--- config.mk ---
export PLATFORM = sky130hd
export DESIGN_NAME = mux_arbiter
export DESIGN_NICKNAME = d
export VERILOG_FILES = /design/src/rtl/mux_arb_pkg.sv /design/src/rtl/mux.sv /design/src/rtl/mux_arbiter.sv
export SDC_FILE = /design/constraint.sdc
export NUM_CORES = 1
export LEC_CHECK = 0
export ABC_AREA = 1
export CORE_AREA = 2 2 39 41
export DETAILED_ROUTE_END_ITERATION = 8
export DIE_AREA = 0 0 41 43
export DONT_BUFFER_PORTS = 1
export PLACE_DENSITY = 0.3
export RECOVER_POWER = 25
export SKIP_CTS_REPAIR_TIMING = 1
export SYNTH_ARGS = -nofsm -noshare
export SYNTH_HDL_FRONTEND = slang
export SYNTH_SLANG_ARGS = --single-unit
--- constraint.sdc ---
create_clock -name CLK -period 0.9 [get_ports CLK]
set_input_delay 0.135 -clock CLK [delete_from_list [all_inputs] [get_ports CLK]]
set_output_delay 0.135 -clock CLK [all_outputs]
set_load 0.05 [all_outputs]
--- src/rtl/mux_arb_pkg.sv ---
// Shared types for the two-requester round-robin arbiter.
// Holds the FSM state and grant encodings, the reset value of the
// last-winner pointer, and the round-robin pick helper.
package mux_arb_pkg;

  typedef enum logic {
    ST_IDLE = 1'b0,
    ST_HOLD = 1'b1
  } state_t;

  typedef enum logic {
    GNT_A = 1'b0,
    GNT_B = 1'b1
  } gnt_t;

  // LAST starts at B so that A wins the first tie after reset.
  localparam gnt_t LAST_RST = GNT_B;

  // Plain round-robin choice: a lone requester wins, and a tie goes to
  // whichever side did not win last time. With no request the result is
  // don't-care; A is returned so the mux select has a defined value.
  function automatic gnt_t rr_pick(input logic a_req,
                                   input logic b_req,
                                   input gnt_t last);
    gnt_t pick;
    pick = GNT_A;
    if (a_req && b_req) begin
      pick = (last == GNT_A) ? GNT_B : GNT_A;
    end else if (b_req) begin
      pick = GNT_B;
    end
    return pick;
  endfunction

endpackage

--- src/rtl/mux.sv ---
// SIZE-bit 2:1 multiplexer shared by the arbiter datapath.
// Ports: A, B data inputs; SEL chooses B when 1, A when 0; OUT result.
// Purely combinational: zero latency, no flow control.
module mux #(
  parameter int SIZE = 1
) (
  input  logic [SIZE-1:0] A,
  input  logic [SIZE-1:0] B,
  input  logic            SEL,
  output logic [SIZE-1:0] OUT
);

  assign OUT = SEL ? B : A;

endmodule

--- src/rtl/mux_arbiter.sv ---
// Two-requester round-robin arbiter in front of one shared consumer bus.
// Latency: REQ sampled in IDLE at edge N -> OUT_VALID/ACK/SEL in cycle N+1;
// peak throughput one word per two cycles.
// Backpressure: a captured word sits in HOLD until OUT_READY=1, REQs are
// ignored meanwhile, no timeout.
// Ports:
//   CLK, RST             clock, synchronous active-high reset
//   A_REQ/A_DATA/A_ACK   requester A (REQ held until the one-cycle ACK)
//   B_REQ/B_DATA/B_ACK   requester B
//   OUT_VALID/OUT_DATA/OUT_READY  downstream valid/ready handshake
//   SEL                  registered last grant (0=A, 1=B)
//   A_LOCK/B_LOCK        only when MUX_ARB_LOCK_EN is defined: a winner
//                        with LOCK=1 keeps priority for its next requests
module mux_arbiter
  import mux_arb_pkg::*;
#(
  parameter int SIZE = 1
) (
  input  logic            CLK,
  input  logic            RST,
  input  logic            A_REQ,
  input  logic [SIZE-1:0] A_DATA,
  output logic            A_ACK,
  input  logic            B_REQ,
  input  logic [SIZE-1:0] B_DATA,
  output logic            B_ACK,
`ifdef MUX_ARB_LOCK_EN
  input  logic            A_LOCK,
  input  logic            B_LOCK,
`endif
  output logic            OUT_VALID,
  output logic [SIZE-1:0] OUT_DATA,
  input  logic            OUT_READY,
  output logic            SEL
);

  state_t          state_q;
  state_t          state_d;
  gnt_t            last_q;
  gnt_t            grant_who;
  logic            capture;
  logic            release_out;
  logic [SIZE-1:0] mux_out;
  logic [SIZE-1:0] out_data_q;
  logic            sel_q;
  logic            a_ack_q;
  logic            b_ack_q;

  // --------------------------------------------------------------------
  // Winner selection (combinational, feeds the mux select directly)
  // --------------------------------------------------------------------
`ifdef MUX_ARB_LOCK_EN
  logic lock_q;
  gnt_t lock_who_q;
  logic lock_req;
  logic win_lock;

  assign lock_req = (lock_who_q == GNT_A) ? A_REQ  : B_REQ;
  assign win_lock = (grant_who  == GNT_A) ? A_LOCK : B_LOCK;

  always_comb begin
    grant_who = rr_pick(A_REQ, B_REQ, last_q);
    // A locked requester that is asking overrides the round-robin pointer.
    if (lock_q && lock_req) begin
      grant_who = lock_who_q;
    end
  end

  // The flag only changes in IDLE. Any IDLE cycle that does not end in a
  // grant to a LOCK=1 winner clears it: either nobody asked (so the locked
  // side has REQ=0), or the grant went to the locked side with LOCK=0, or
  // it went to the other side, which can only happen when the locked side
  // has REQ=0. Hence in IDLE the flag simply becomes capture && win_lock.
  always_ff @(posedge CLK) begin
    if (RST) begin
      lock_q     <= 1'b0;
      lock_who_q <= GNT_A;
    end else if (state_q == ST_IDLE) begin
      lock_q <= capture && win_lock;
      if (capture && win_lock) begin
        lock_who_q <= grant_who;
      end
    end
  end
`else
  always_comb begin
    grant_who = rr_pick(A_REQ, B_REQ, last_q);
  end
`endif

  mux #(
    .SIZE (SIZE)
  ) u_mux (
    .A   (A_DATA),
    .B   (B_DATA),
    .SEL (grant_who),
    .OUT (mux_out)
  );

  // --------------------------------------------------------------------
  // FSM: state register
  // --------------------------------------------------------------------
  always_ff @(posedge CLK) begin
    if (RST) begin
      state_q <= ST_IDLE;
    end else begin
      state_q <= state_d;
    end
  end

  // --------------------------------------------------------------------
  // FSM: next state
  // --------------------------------------------------------------------
  always_comb begin
    state_d = state_q;
    case (state_q)
      ST_IDLE: if (A_REQ || B_REQ) state_d = ST_HOLD;
      ST_HOLD: if (OUT_READY)      state_d = ST_IDLE;
      default:                     state_d = ST_IDLE;
    endcase
  end

  // --------------------------------------------------------------------
  // FSM: decoded controls for the datapath registers
  // --------------------------------------------------------------------
  always_comb begin
    capture     = 1'b0;
    release_out = 1'b0;
    case (state_q)
      ST_IDLE: capture     = A_REQ || B_REQ;
      ST_HOLD: release_out = OUT_READY;
      default: ;
    endcase
  end

  // --------------------------------------------------------------------
  // Datapath and grant registers
  // --------------------------------------------------------------------
  always_ff @(posedge CLK) begin
    if (RST) begin
      out_data_q <= '0;
      sel_q      <= 1'b0;
      last_q     <= LAST_RST;
      a_ack_q    <= 1'b0;
      b_ack_q    <= 1'b0;
    end else begin
      // ACK is a pulse: only the capture edge can raise it.
      a_ack_q <= capture && (grant_who == GNT_A);
      b_ack_q <= capture && (grant_who == GNT_B);
      if (capture) begin
        out_data_q <= mux_out;
        sel_q      <= grant_who;
        last_q     <= grant_who;
      end
    end
  end

  // OUT_VALID is exactly "in HOLD", so it comes straight off the state flop.
  // OUT_DATA deliberately survives the transfer and keeps the last word.
  assign OUT_VALID = (state_q == ST_HOLD);
  assign OUT_DATA  = out_data_q;
  assign SEL       = sel_q;
  assign A_ACK     = a_ack_q;
  assign B_ACK     = b_ack_q;

  // release_out is decoded for symmetry with capture; the state register
  // already consumes OUT_READY, so nothing else needs it.
  logic unused_release;
  assign unused_release = release_out;

endmodule
; ---- Yosys cells after proc, flatten, opt, wreduce, memory -nomap -nowiden
; Index checks and enable logic that the tools add are counted.
[op_classes]
muxes = 8
bitwise = 2
reduce_logical = 4
[ops]
columns = operator, count
row1 = 2-to-1 mux 1 bit, 7
row2 = logical AND 1 bit, 3
row3 = inverter 1 bit, 2
row4 = case mux 1 bit (2 select lines), 1
row5 = logical OR 1 bit, 1
[word_totals]
ff_bits = 6
in_bits = 7
output_inout_bits = 5
word_cells = 20

; ---- Logic depth before layout (Yosys ltp)
; Gate-level depths: netlist (run 1).
[logic_depth]
word_depth = 4
depth_mapped = 6
mapped_depth_nobuf = 6

; ---- Hierarchy
; A second synthesis (run 1) with hierarchy kept.
[hier_totals]
hier_cells = 35
area_unflattened_um2 = 249.0
[by_module_without_submodules]
columns = mod, n_inst, cells_per_inst, area_each_um2, seq_area_each_um2
row1 = mux_arbiter, 1, 31, 234.0, 120.1
row2 = mux, 1, 4, 15.0, 0.0

; ---- Worst setup path after synthesis (run 1)
; Ideal clock, no wire load.
[synth_timing]
kind = register to register
startpoint = register state_q (netlist: OUT_VALID)
endpoint = register sel_q (netlist: SEL)
setup_time_ns = 0.070
arrival_ns = 1.098
t_required_ns = 0.830
setup_slack_ns = -0.268
path_stages_with_launch = 5
n_path_buf = 0
period_less_slack_ns = 1.168
path_cell_list = dfxtp_1 inv_1 o21ai_2 nand2_1 a21oi_1
[synth_between]
elab_chain_len = 1
[synth_lines]
columns = element, line
row1 = start: declaration, mux_arbiter.sv:37  ; state_t state_q;
row2 = start signal: assignment, mux_arbiter.sv:107  ; state_q <= state_d;
row3 = 2-to-1 mux 1 bit, mux_arbiter.sv:129  ; case (state_q)
row4 = end signal: assignment, mux_arbiter.sv:152  ; sel_q <= grant_who;
row5 = end: declaration, mux_arbiter.sv:45  ; logic sel_q;
; Every way passes these cells.
; A chain may end at the register's enable or synchronous reset.

; ---- Final worst setup path (run 1)
[layout_timing]
startpoint = register state_q (netlist: OUT_VALID)
endpoint = output OUT_VALID
[layout_rtl]
columns = element, line
row1 = end: declaration, mux_arbiter.sv:31  ; output logic OUT_VALID,
; No word-level cell between the ends.

==> results of run 1 <==
[layout make-up]
class                   count  area (µm²)
flip-flops and latches      6         126
fillers                   160        1030
clock buffers               4        26.3
repair buffers              6        70.1
inverters                   4        15.0
well taps                  16        20.0
multi-input cells          21        93.8
[worst register-to-register path: stages (launching register included)]
cell and delay (ns):
dfxtp_4 0.35, nor2_2 0.14, nand2_1 0.07, nor2_1 0.08
nor2_1 0.04
[power breakdown]
group | leakage [nW] | internal (mW) | switching (mW) | total [mW]
logic | 0.102 | 0.0609 | 0.105 | 0.166
registers | 0.0509 | 0.291 | 0.0147 | 0.306
clock network | 0.0150 | 0.168 | 0.0993 | 0.267
[metrics by stage]
stage                TNS (ns)  std cells
finish                      0         57
detailed placement          0         52
floorplan           -0.000350         31
global placement            0         52
CTS                   -0.0465         56
global route          -0.0140         57
[routing by layer]
layer,up-vias,global-route usage,routed length [µm]
li1,114,-,-
met1,92,0.0617,199
met2,8,0.0813,236
met3,0,0.0838,55
met4,0,0.0200,0
met5,-,0,0
[sequential cells by signal, summed over array words and instances (netlist names)]
signal     cells
OUT_VALID      1
SEL            1
B_ACK          1
OUT_DATA       1
last_q         1
A_ACK          1
[cells in the final DEF, fill, tap and decap left out, drive strengths merged]
| cell | count |
|---|---|
| a21oi | 1 |
| buf | 5 |
| clkbuf | 4 |
| dfxtp | 6 |
| dlygate4sd3 | 1 |
| inv | 4 |
| nand2 | 7 |
| nand3 | 1 |
| nor2 | 9 |
| nor3 | 1 |
| o21ai | 2 |
[worst max path at each step]
stage,from,to,slack (ns),depth (start not counted)
2_1_floorplan,SEL,SEL,-0.0003,2
3_3_place_gp,last_q,last_q,0.09,5
3_5_place_dp,last_q,last_q,0.1,5
4_1_cts,OUT_VALID,OUT_VALID,-0.04,1
5_1_grt,OUT_VALID,OUT_VALID,-0.01,1
6_report,OUT_VALID,OUT_VALID,0.01,1
[kinds of logic (layout without fill, tap and decap cells)]
logic type	Yosys count	in the layout	synth area share
flip-flops	6	6	0.525
AND/OR/NAND/NOR	18	18	0.328
buffers and inverters	4	14	0.0656
AO/OA/AOI/OAI	3	3	0.0819
==> impl_metrics.env, run 1 <==
export IMPL_reg2reg_to="OUT_DATA"
export IMPL_netlist_area_um2=229
export IMPL_ys_ff_latch=6
export IMPL_drtIter0Drc=5
export IMPL_viasPerCell=3.75
export IMPL_wl_per_cell_um=8.61
export IMPL_fin_nets=49
export IMPL_grt_setup_unrepaired="yes"
export IMPL_num_rows=14
export IMPL_synth_most_common_cell="nor2_1"
export IMPL_cts_sinks=6
export IMPL_arrival_ns=0.75
export IMPL_grt_overflow=0
export IMPL_clk_pin_slew_ns=0.05
export IMPL_synth_top_area_share=0.525
export IMPL_fin_ws_ns=0.0143
export IMPL_min_from="RST"
export IMPL_syn_instance_count=31
export IMPL_endpoint_kind="primary output"
export IMPL_gp_congestion=0.695
export IMPL_synth_edf_count=0
export IMPL_hold_viol=0
export IMPL_crit_type="reg2out"
export IMPL_cts_root_buf="clkbuf_4"
export IMPL_ys_warn_count=0
export IMPL_synthesis_nets=38
export IMPL_initial_core_util=0.165
export IMPL_hold_path_class="in2reg"
export IMPL_max_cap_viol_count=0
export IMPL_ir_drop_uv=614
export IMPL_drive_gt1_frac=0.341
export IMPL_drt_total_wl_um=491
export IMPL_core_um2=1380
export IMPL_cts_buffer_depth=2
export IMPL_io_pins=12
export IMPL_die_w_um=41
export IMPL_min_period_over_period=0.984
export IMPL_insertion_delay_ns=0.25
export IMPL_cp_slowest_stage_delay_ns=0.36
export IMPL_max_clock_freq_ghz=1.13
export IMPL_route_detailed_drc=0
export IMPL_dp_slack_ns=0.0970
export IMPL_synth_top_cells_by_area="dfxtp_1 (52%), nor2_1 (13%), nand2_1 (9.8%)"
export IMPL_synth_distinct_cells=11
export IMPL_leakage_nw=0.168
export IMPL_grt_use_total=0.0645
export IMPL_required_ns=0.76
export IMPL_crit_path_max_fanout=3
export IMPL_r2r_start="OUT_VALID"
export IMPL_dpl_cell_area_um2=292
export IMPL_antenna_found_initial=0
export IMPL_utilization=0.254
export IMPL_path_buf_inv=1
export IMPL_slew_viol_final=0
export IMPL_total_power_uw=739
export IMPL_status="finished, final reports clean"
export IMPL_powerDensity_nw_per_um2=2100
export IMPL_critPathTopFamily="flip-flops"
export IMPL_holdPathEnd="last_q"
export IMPL_vias=214
export IMPL_cts_max_level=1
export IMPL_fin_crit_ns=0.886
export IMPL_hold_path_depth=2
export IMPL_synth_avg_cell_area_um2=7.39
export IMPL_grt_pass1_wl_um=696
export IMPL_crit_chain="buf_8"
export IMPL_worstMarginPinSlew_ns=0.146
export IMPL_cts_tree="done"
export IMPL_setup_viol=0
export IMPL_cpMaxStageDelayCell="dfxtp_4"
export IMPL_numCtsBuffers=3
export IMPL_ant_nets=0
export IMPL_rrSetupSlack_ns=0.09
export IMPL_yosys_most_used_dff="dfxtp_1"
export IMPL_holdWs_ns=0.0239
export IMPL_numPortBuffers=0
export IMPL_grt_max_degree=6
export IMPL_dieHeight_um=43
export IMPL_grt_pass1_vias=193
export IMPL_async_flop_share=0
export IMPL_dieArea_um2=1760
export IMPL_drt_first_pass_iters=2
export IMPL_start_kind="flip-flop"
export IMPL_area_delta_synth_final_pct=53.6
export IMPL_finClkSkew_ns=0.0112
export IMPL_synth_common_cells="nor2_1 (8), dfxtp_1 (6), nand2_1 (6)"
export IMPL_slew_headroom=0.902
export IMPL_reg2reg_depth=4
export IMPL_num_antenna_cells=0
export IMPL_yosysSeqAreaShare=0.525
export IMPL_final_area_um2=352
export IMPL_yosys_area_top_type="dfxtp_1"
(Power assumes the default switching activity.)
==> run 2, diff against run 1 <==
- CORE_AREA: 2 2 39 41 -> 8 8 45 47
- DIE_AREA: 0 0 41 43 -> 0 0 53 55
- SLEW_MARGIN: not set -> 10
==> impl_metrics.env, run 2 (synthesized netlist as in run 1, its figures left out) <==
export IMPL_status="finished, final reports clean"
export IMPL_hpwl_um=465
export IMPL_cts_buffer_depth=2
export IMPL_pwr_share_clk=0.365
export IMPL_drt_first_pass_iters=2
export IMPL_grt_use_total=0.0405
export IMPL_ir_drop_uv=516
export IMPL_area_delta_synth_final_pct=51.4
export IMPL_hold_viol=0
export IMPL_mostFrequentLayoutCells="nor2_1 (8), nand2_1 (5), inv_1 (4), dfxtp_1 (3), clkbuf_4 (3)"
export IMPL_switching_share=0.301
export IMPL_arrival_ns=0.75
export IMPL_grt_busiest_layer="met2"
export IMPL_setup_viol=0
export IMPL_comb_power_share=0.223
export IMPL_numPortBuffers=0
export IMPL_grt_pass1_wl_um=752
export IMPL_finClkSkew_ns=0.00756
export IMPL_viasPerCell=3.79
export IMPL_leakage_nw=0.166
export IMPL_cts_tree="done"
export IMPL_p_seq_frac=0.412
export IMPL_insertion_delay_ns=0.24
export IMPL_dieArea_um2=2920
export IMPL_drive_gt1_frac=0.366
export IMPL_final_common_cell="nor2_1"
export IMPL_grt_overflow=0
export IMPL_ant_nets=0
export IMPL_required_ns=0.76
export IMPL_p_int_uw=517
export IMPL_hold_path_class="in2reg"
export IMPL_crit_path_max_fanout=3
export IMPL_clk_pin_slew_ns=0.05
export IMPL_fin_cells=57
export IMPL_crit_type="reg2out"
export IMPL_powerDensity_nw_per_um2=2130
export IMPL_grt_pass1_vias=179
export IMPL_gp_congestion=0.720
export IMPL_grt_util_met2=0.0586
export IMPL_cts_root_buf="clkbuf_4"
export IMPL_die_w_um=53
export IMPL_core_um2=1380
export IMPL_grt_max_degree=6
export IMPL_num_rows=14
export IMPL_path_buf_inv=1
export IMPL_drt_total_wl_um=564
export IMPL_max_cap_viol_count=0
export IMPL_fin_crit_ns=0.882
export IMPL_min_period_over_period=0.980
export IMPL_num_antenna_cells=0
export IMPL_vias=216
export IMPL_holdWs_ns=0.00894
export IMPL_final_area_um2=347
export IMPL_worstMarginPinSlew_ns=0.160
export IMPL_place_inst=52
export IMPL_fin_nets=49
export IMPL_route_detailed_drc=0
export IMPL_grt_setup_unrepaired="yes"
export IMPL_drtIter0Drc=1
export IMPL_max_clock_freq_ghz=1.13
export IMPL_slew_headroom=0.893
export IMPL_numCtsBuffers=3
export IMPL_fin_ws_ns=0.0179
export IMPL_slew_viol_final=0
export IMPL_wl_per_cell_um=9.89
export IMPL_cts_max_level=1
export IMPL_dieHeight_um=55
export IMPL_cts_sinks=6
export IMPL_start_kind="flip-flop"
export IMPL_grtUsageMet1=0.0335
export IMPL_cp_slowest_stage_delay_ns=0.36
export IMPL_crit_chain="buf_8"
export IMPL_antenna_found_initial=0
export IMPL_dpl_cell_area_um2=292
export IMPL_dp_slack_ns=0.102
export IMPL_cpMaxStageDelayCell="dfxtp_4"
export IMPL_io_pins=12
export IMPL_gr_usage_met3=0.0267
export IMPL_initial_core_util=0.165
export IMPL_fin_tns_setup_ns=0
export IMPL_critPathTopFamily="flip-flops"
export IMPL_power_switching_uw=222
export IMPL_endpoint_kind="primary output"
## run 2: cell counts in the layout (fill, tap and decap cells not counted)
No cell type changed its count.
## run 2: per-stage QoR
| step | util | power [mW] |
|---|---|---|
| final | 0.250 | 0.739 |
| after global routing | 0.250 | 0.780 |
| after CTS | 0.230 | 0.738 |
| after detailed placement | 0.211 | 0.455 |
| after global placement | 0.211 | 0.456 |
| after floorplan | - | 0.416 |
## run 2: final timing paths
path,from,to,slack [ns],cells past startpoint
setup reg to reg,OUT_VALID,OUT_DATA,0.10,4
hold / removal,RST,last_q,0.009,2
hold reg to reg,SEL,SEL,0.47,2
setup / recovery,OUT_VALID,OUT_VALID,0.02,1
## run 2: routing by layer
layer  vias up  share of wire
li1        117              -
met1        94           0.36
met2         5           0.53
met3         0           0.11
met4         0              0
met5         -              0
## run 2: area by class of cell
| cell class | instances | area, µm² |
|---|---|---|
| Multi-Input combinational cell | 21 | 96.3 |
| Timing Repair Buffer | 6 | 62.6 |
| Tap cell | 16 | 20.0 |
| Fill cell | 158 | 1040 |
| Clock buffer | 4 | 26.3 |
| Inverter | 4 | 15.0 |
| Sequential cell | 6 | 126 |
## run 2: power by group through the flow
| stage | Combinational, mW | Sequential, mW | Clock [mW] |
|---|---|---|---|
| 2_1_floorplan | 0.0489 | 0.368 | 0 |
| 6_report | 0.165 | 0.304 | 0.270 |
| 3_3_place_gp | 0.150 | 0.306 | 0 |
| 3_5_place_dp | 0.149 | 0.306 | 0 |
| 5_1_grt | 0.176 | 0.306 | 0.298 |
| 4_1_cts | 0.149 | 0.301 | 0.288 |
==> run 3, diff against run 2 <==
--- a/config.mk
+++ b/config.mk
@@ -13,7 +13,9 @@
 export PLACE_DENSITY = 0.3
 export RECOVER_POWER = 25
+export REMOVE_ABC_BUFFERS = 1
 export SKIP_CTS_REPAIR_TIMING = 1
 export SLEW_MARGIN = 10
 export SYNTH_ARGS = -nofsm -noshare
 export SYNTH_HDL_FRONTEND = slang
+export SYNTH_HIERARCHICAL = 1
 export SYNTH_SLANG_ARGS = --single-unit
==> constraint.sdc (replaced) <==
create_clock -name CLK -period 0.9 [get_ports CLK]
set_input_delay 0.09 -clock CLK [delete_from_list [all_inputs] [get_ports CLK]]
set_output_delay 0.09 -clock CLK [all_outputs]
set_load 0.05 [all_outputs]
==> impl_metrics.env, run 3 <==
export IMPL_grt_setup_unrepaired="yes"
export IMPL_yosys_area_top_type="dfxtp_1"
export IMPL_grt_overflow=0
export IMPL_max_cap_viol_count=0
export IMPL_synth_avg_cell_area_um2=7.11
export IMPL_vias=248
export IMPL_max_clock_freq_ghz=1.03
export IMPL_min_from="RST"
export IMPL_hold_path_depth=1
export IMPL_drive_gt1_frac=0.426
export IMPL_gp_congestion=0.665
export IMPL_arrival_ns=1.12
export IMPL_synthMuxAreaShare=0
export IMPL_leakage_nw=0.203
export IMPL_yosysSeqAreaShare=0.482
export IMPL_r2r_start="last_q"
export IMPL_synth_distinct_cells=10
export IMPL_crit_type="reg2reg"
export IMPL_initial_core_util=0.180
export IMPL_dieHeight_um=55
export IMPL_io_pins=12
export IMPL_cts_sinks=6
export IMPL_dieArea_um2=2920
export IMPL_multi_input_area_um2=104
export IMPL_synthSimpleGateAreaFrac=0.342
export IMPL_holdWs_ns=-0.105
export IMPL_reg2reg_to="OUT_DATA"
export IMPL_numPortBuffers=0
export IMPL_place_inst=58
export IMPL_grt_max_degree=7
export IMPL_fillers=155
export IMPL_powerDensity_nw_per_um2=2020
export IMPL_numCtsBuffers=3
export IMPL_fin_ws_ns=-0.0665
export IMPL_ir_drop_uv=569
export IMPL_start_kind="flip-flop"
export IMPL_antenna_found_initial=0
export IMPL_cts_max_level=1
export IMPL_synth_common_cells="nand2_1 (9), inv_1 (7), dfxtp_1 (6)"
export IMPL_fin_cells=63
export IMPL_ys_warn_count=6
export IMPL_async_flop_share=0
export IMPL_synth_top_family_by_area="simple AND/OR/NAND/NOR gates"
export IMPL_slew_viol_final=0
export IMPL_p_seq_frac=0.402
export IMPL_violations="negative hold slack, negative setup slack"
export IMPL_die_w_um=53
export IMPL_synth_top_area_share=0.482
export IMPL_crit_path_max_fanout=3
export IMPL_ant_nets=0
export IMPL_pwr_share_clk=0.351
export IMPL_route_detailed_drc=0
export IMPL_synth_top_cells_by_area="dfxtp_1 (48%), nand2_1 (14%), inv_1 (11%)"
export IMPL_grt_pass1_vias=255
export IMPL_netlist_area_um2=249
export IMPL_insertion_delay_ns=0.26
export IMPL_fin_nets=56
export IMPL_syn_instance_count=35
export IMPL_wl_per_cell_um=10.5
export IMPL_holdPathEnd="OUT_VALID"
export IMPL_core_um2=1380
export IMPL_ys_ff_latch=6
export IMPL_area_delta_synth_final_pct=49.2
export IMPL_synth_most_common_cell="nand2_1"
export IMPL_synth_compound_area_frac=0.0553
export IMPL_rrSetupSlack_ns=-0.07
export IMPL_worstMarginPinSlew_ns=0.148
export IMPL_drtIter0Drc=6
export IMPL_slew_headroom=0.901
export IMPL_yosys_most_used_dff="dfxtp_1"
export IMPL_cts_buffer_depth=2
export IMPL_drt_first_pass_iters=4
export IMPL_synth_xor_area_share=0
export IMPL_num_antenna_cells=0
export IMPL_synthAdderAreaFrac=0
export IMPL_dp_slack_ns=-0.0711
export IMPL_min_period_over_period=1.07
export IMPL_finClkSkew_ns=0.00538
export IMPL_switching_share=0.322
export IMPL_mostFrequentLayoutCells="nand2_1 (7), buf_4 (7), dfxtp_1 (5), inv_1 (5), nand3_1 (5)"
export IMPL_final_seq_area_um2=121
export IMPL_drt_total_wl_um=661
export IMPL_power_switching_uw=242
export IMPL_clk_pin_slew_ns=0.05
export IMPL_hold_path_class="in2reg"
export IMPL_p_int_uw=508
export IMPL_grt_pass1_wl_mm=1.00
export IMPL_required_ns=1.05
export IMPL_comb_power_share=0.247
export IMPL_synth_edf_count=0
export IMPL_viasPerCell=3.94
export IMPL_fin_crit_ns=0.966
export IMPL_hold_viol=1
export IMPL_hpwl_um=494
export IMPL_setup_viol=1
export IMPL_endpoint_kind="flip-flop"
export IMPL_num_rows=14
export IMPL_cts_tree="done"
export IMPL_reg2reg_depth=10
export IMPL_cts_root_buf="clkbuf_4"
export IMPL_status="complete, but fails checks"
export IMPL_total_power_uw=750
export IMPL_grt_use_total=0.0519
## run 3: how the worst max path moves through the flow
stage          startpoint         to  slack [ns]  cells past startpoint
2_1_floorplan   OUT_VALID  OUT_VALID       -0.24                      3
3_3_place_gp       last_q   OUT_DATA       -0.03                     10
3_5_place_dp       last_q   OUT_DATA       -0.07                     10
4_1_cts            last_q   OUT_DATA       -0.08                     10
5_1_grt            last_q   OUT_DATA       -0.14                     10
6_report           last_q   OUT_DATA       -0.07                     10
## run 3: stage by stage
stage | area (µm²) | TNS (ns) | util
floorplan | 249 | -0.925 | -
global placement | 322 | -0.0346 | 0.232
detailed placement | 322 | -0.0711 | 0.232
CTS | 344 | -0.0835 | 0.249
global route | 372 | -0.193 | 0.269
finish | 372 | -0.0665 | 0.269
## run 3: metal layers
layer / global-route usage / vias up / wire length [µm]
met2: 0.0762 / 9 / 311
met5: 0 / - / 0
li1: - / 129 / -
met4: 0.0647 / 0 / 27
met1: 0.0365 / 107 / 223
met3: 0.0455 / 3 / 98
## run 3: layout make-up
class	count	area share
repair buffers	9	0.199
flip-flops and latches	6	0.327
multi-input cells	21	0.279
clock buffers	3	0.0606
well taps	16	0.0539
inverters	8	0.0808
## run 3: worst max-delay path: stages, from the launching register on
cell and delay [ns]:
dfxtp_2 0.32, nand2_2 0.08, nand2_2 0.06, inv_2 0.07, inv_2 0.03, nand2_1 0.05
nand2_1 0.05, inv_1 0.04, nand3_1 0.07, nand2_1 0.06, nor2_1 0.04
## run 3: kinds of logic after synthesis
family	after synthesis
and+or+nand+nor	19
AOI/OAI and AO/OA	2
DFF	6
buffers and inverters	8
## run 3: power by group through the flow
stage / combinational [mW] / clock [mW] / sequential [mW]
after detailed placement: 0.171 / 0 / 0.305
after global routing: 0.200 / 0.287 / 0.304
after CTS: 0.171 / 0.262 / 0.300
final: 0.185 / 0.263 / 0.302
after floorplan: 0.0576 / 0 / 0.367
after global placement: 0.170 / 0 / 0.304
